<file path="src/rtl/pc_chk_pkg.sv">
// Shared types and constants for the program-counter stream checker.
package pc_chk_pkg;

    typedef enum logic [1:0] {
        IDLE   = 2'd0,
        SYNC   = 2'd1,
        LOCKED = 2'd2
    } state_t;

    localparam int GOOD_CNT_W = 8;

    // All-ones value for a counter of width w (w up to 64).
    function automatic logic [63:0] sat_max(input int unsigned w);
        if (w >= 32'd64) begin
            sat_max = {64{1'b1}};
        end else begin
            sat_max = (64'd1 << w) - 64'd1;
        end
    endfunction

endpackage

</file>
<file path="src/rtl/pc_checker_sat_counter.sv">
// Saturating up-counter with synchronous clear; holds once it reaches all ones.
module sat_counter
    import pc_chk_pkg::*;
#(
    parameter int W = 16
) (
    input  logic         clkin,
    input  logic         rst,
    input  logic         clr,
    input  logic         inc,
    output logic [W-1:0] count
);

    localparam logic [W-1:0] MAX = W'(sat_max(W));

    logic [W-1:0] r_count;

    always_ff @(posedge clkin or posedge rst) begin
        if (rst) begin
            r_count <= '0;
        end else if (clr) begin
            r_count <= '0;
        end else if (inc && (r_count != MAX)) begin
            r_count <= r_count + W'(1);
        end
    end

    assign count = r_count;

endmodule

</file>
<file path="config.mk">
export PLATFORM = sky130hd
export DESIGN_NAME = sat_counter
export DESIGN_NICKNAME = d
export VERILOG_FILES = /design/src/rtl/pc_chk_pkg.sv /design/src/rtl/pc_checker_sat_counter.sv
export SDC_FILE = /design/constraint.sdc
export NUM_CORES = 1
export LEC_CHECK = 0
export CAP_MARGIN = 20
export CELL_PAD_IN_SITES_DETAIL_PLACEMENT = 1
export CELL_PAD_IN_SITES_GLOBAL_PLACEMENT = 2
export CORE_ASPECT_RATIO = 1.2
export CORE_MARGIN = 2
export CORE_UTILIZATION = 32
export CTS_CLUSTER_SIZE = 28
export DETAILED_ROUTE_END_ITERATION = 12
export PLACE_DENSITY = 0.93
export SLEW_MARGIN = 20
export SYNTH_ARGS = -nofsm -noshare
export SYNTH_HDL_FRONTEND = slang
export SYNTH_SLANG_ARGS = --single-unit
</file>
<file path="constraint.sdc">
create_clock -name clkin -period 4.7 [get_ports clkin]
set_input_delay 0.47 -clock clkin [delete_from_list [all_inputs] [get_ports clkin]]
set_output_delay 0.47 -clock clkin [all_outputs]
set_load 0.1 [all_outputs]
</file>
==> flow_summary.toml <==
[run_status]
status = "complete, no violations"

[synthesis]
syn_area_um2 = 932.1
yosysTopAreaCellShare = 0.4295
avgSynthCellArea_um2 = 9.229
synth_area_leaders = "dfrtp_1 (43%), a21oi_1 (6.4%), or4_1 (4.8%), o31ai_1 (4.0%), or3_1 (4.0%)"
syn-num-nets = 106
yosysSeqAreaShare = 0.4295
ys_ff_latch = 16
ys.warnings.count = 0
synth_edf_count = 0
synthArstFlopShare = 1.000
synth_top_area_cell = "dfrtp_1"
synth_cell_types = 29
synth_cells = 101
synth-main-ff-cell = "dfrtp_1"

[worst_setup_path]
crit_chain = "clkdlybuf4s50_1"
endpoint_kind = "output pin"
cpMaxStageDelayCell = "clkdlybuf4s50_1"
startpoint = "count[7]"
crit_buf_inv = 1
arrival_ps = 1970
cp-start-kind = "flop"
r2r-start = "count[0]"
rrSetupSlack_ps = 2710
cp.required_ps = 4230
slowest_delay_ps = 1190
critPathMaxFanout = 7
critical_path_class = "flop to output pin"
crit_family = "buffers and inverters"

[global_routing]
antenna_found_initial = 0
grt_max_degree = 20
grt.overflow.total = 0
grt_pass1_wl_um = 4243
grt_usage = 0.1665
grt_pass1_vias = 967

[clocking]
postCtsResizedCells = 0
clk_pin_slew_ps = 100
post_cts.repair.setup_buffers = 0
ctsHoldBuffers = 0
cts_buffers = 3
clockBufferDepth = 2
cts_tree = "done"
clock-sinks = 16
cts_root_buf = "clkbuf_4"
cts_max_level = 1
clock_latency_ps = 280

[sta]
skew_ps = 3.396
slew_viol_final = 0
relSlewSlack = 0.3552
hold_ws_ps = 561.7
finalWorstSetupSlack_ps = 2261
min_period_over_period = 0.5189
tightestPinTransition_ps = 964.2
rsz0062_at_grt = "false"
timing.fmax_ghz = 0.4100
post-route-min-period_ps = 2439
setup-tns-final_ps = 0
final-hold-violation-count = 0
setup_viol = 0

[detailed_routing]
drc = 0
drt_first_pass_iters = 4
vias = 897
drtIter0Drc = 11
routed_wl_um = 2378
wl_per_cell_um = 15.44
ant_nets = 0
vias_per_cell = 5.825

[die]
io_pins = 20
core.rowCount = 21
die_area_um2 = 3363
coreArea_um2 = 2785
die_h_um = 63.13
die-width_um = 53.27
start_util = 0.3347

[finish]
mostFrequentLayoutCells = "clkdlybuf4s50_1 (19), dfrtp_1 (16), a21oi_1 (12), nand3_1 (7)"
fin_area_um2 = 1176
nNetsFinal = 126
diodes = 0
drive_above_1_share = 0.08333
largest_reg_flops = 16
syn_to_final_growth_pct = 26.17
final_cells = 154
layout.cells.most_common = "clkdlybuf4s50_1"

[flow_run]
maxCapViolations = 0

[place]
post-dp-hpwl_um = 1807
dp_cells = 150
dp_slack_ps = 2222
routabilityCongestion = 0.7779
placed_cell_area_um2 = 1140
io_buffers = 19

[power]
leakagePower_nw = 0.4123
power_density_nw_per_um2 = 223.8
ir_drop_mv = 0.1270

[worst_hold_path]
worstHoldPathType = "primary input to asynchronous set/reset pin"
==> Yosys cell counts, types with 2 or more instances <==
library cell  number
or3_1              6
nand3_1            7
o21ai_0            5
or4_1              6
nor3_1             4
o41ai_1            2
a21oi_1           12
o31ai_1            5
dfrtp_1           16
mux2_2             2
nand4_1            4
nor2b_1            3
inv_1              3
nor4_1             3
nand2_1            6
nand2b_1           2
nor2_1             3
==> final timing paths <==
| kind | end | depth (start not counted) |
|---|---|---|
| max | count[7] | 1 |
| min | count[2] | 2 |
| max reg2reg | count[0] | 5 |
| min reg2reg | count[14] | 2 |
| max in group asynchronous | count[8] | 2 |
| min in group clkin | count[14] | 2 |
==> stage by stage <==
step,power (mW),utilization
finish,0.2632,0.4223
global route,0.2777,0.4223
CTS,0.2697,0.4223
detailed placement,0.1757,0.4093
global placement,0.1748,0.4093
floorplan,0.1671,-
==> where the power goes <==
| group | switching, mW | internal, mW | leakage [nW] | total [mW] |
|---|---|---|---|---|
| Combinational | 0.0224 | 0.00835 | 0.169 | 0.0308 |
| Clock | 0.0435 | 0.0471 | 0.0210 | 0.0906 |
| Sequential | 0.00263 | 0.139 | 0.222 | 0.142 |
==> area by class of cell <==
type | instances | area [um^2]
Tap cell | 34 | 42.54
Timing Repair Buffer | 19 | 190.2
Inverter | 3 | 11.26
Multi-Input combinational cell | 78 | 495.5
Fill cell | 344 | 1609
Sequential cell | 16 | 400.4
Clock buffer | 4 | 36.28
==> cell families after synthesis <==
family,Yosys count,synth area share
compound gates,25,0.1571
fa+ha+maj,1,0.01342
buf+inv,7,0.03892
flops,16,0.4295
mux,3,0.03490
simple gates,49,0.3262
==> per-layer routing <==
layer  global-route usage  wire (um)
met1               0.1922        965
met2               0.2948       1330
met4              0.08013         28
met3              0.01422         53
met5                    0          0
No activity file was read; power rests on OpenSTA's default activity.
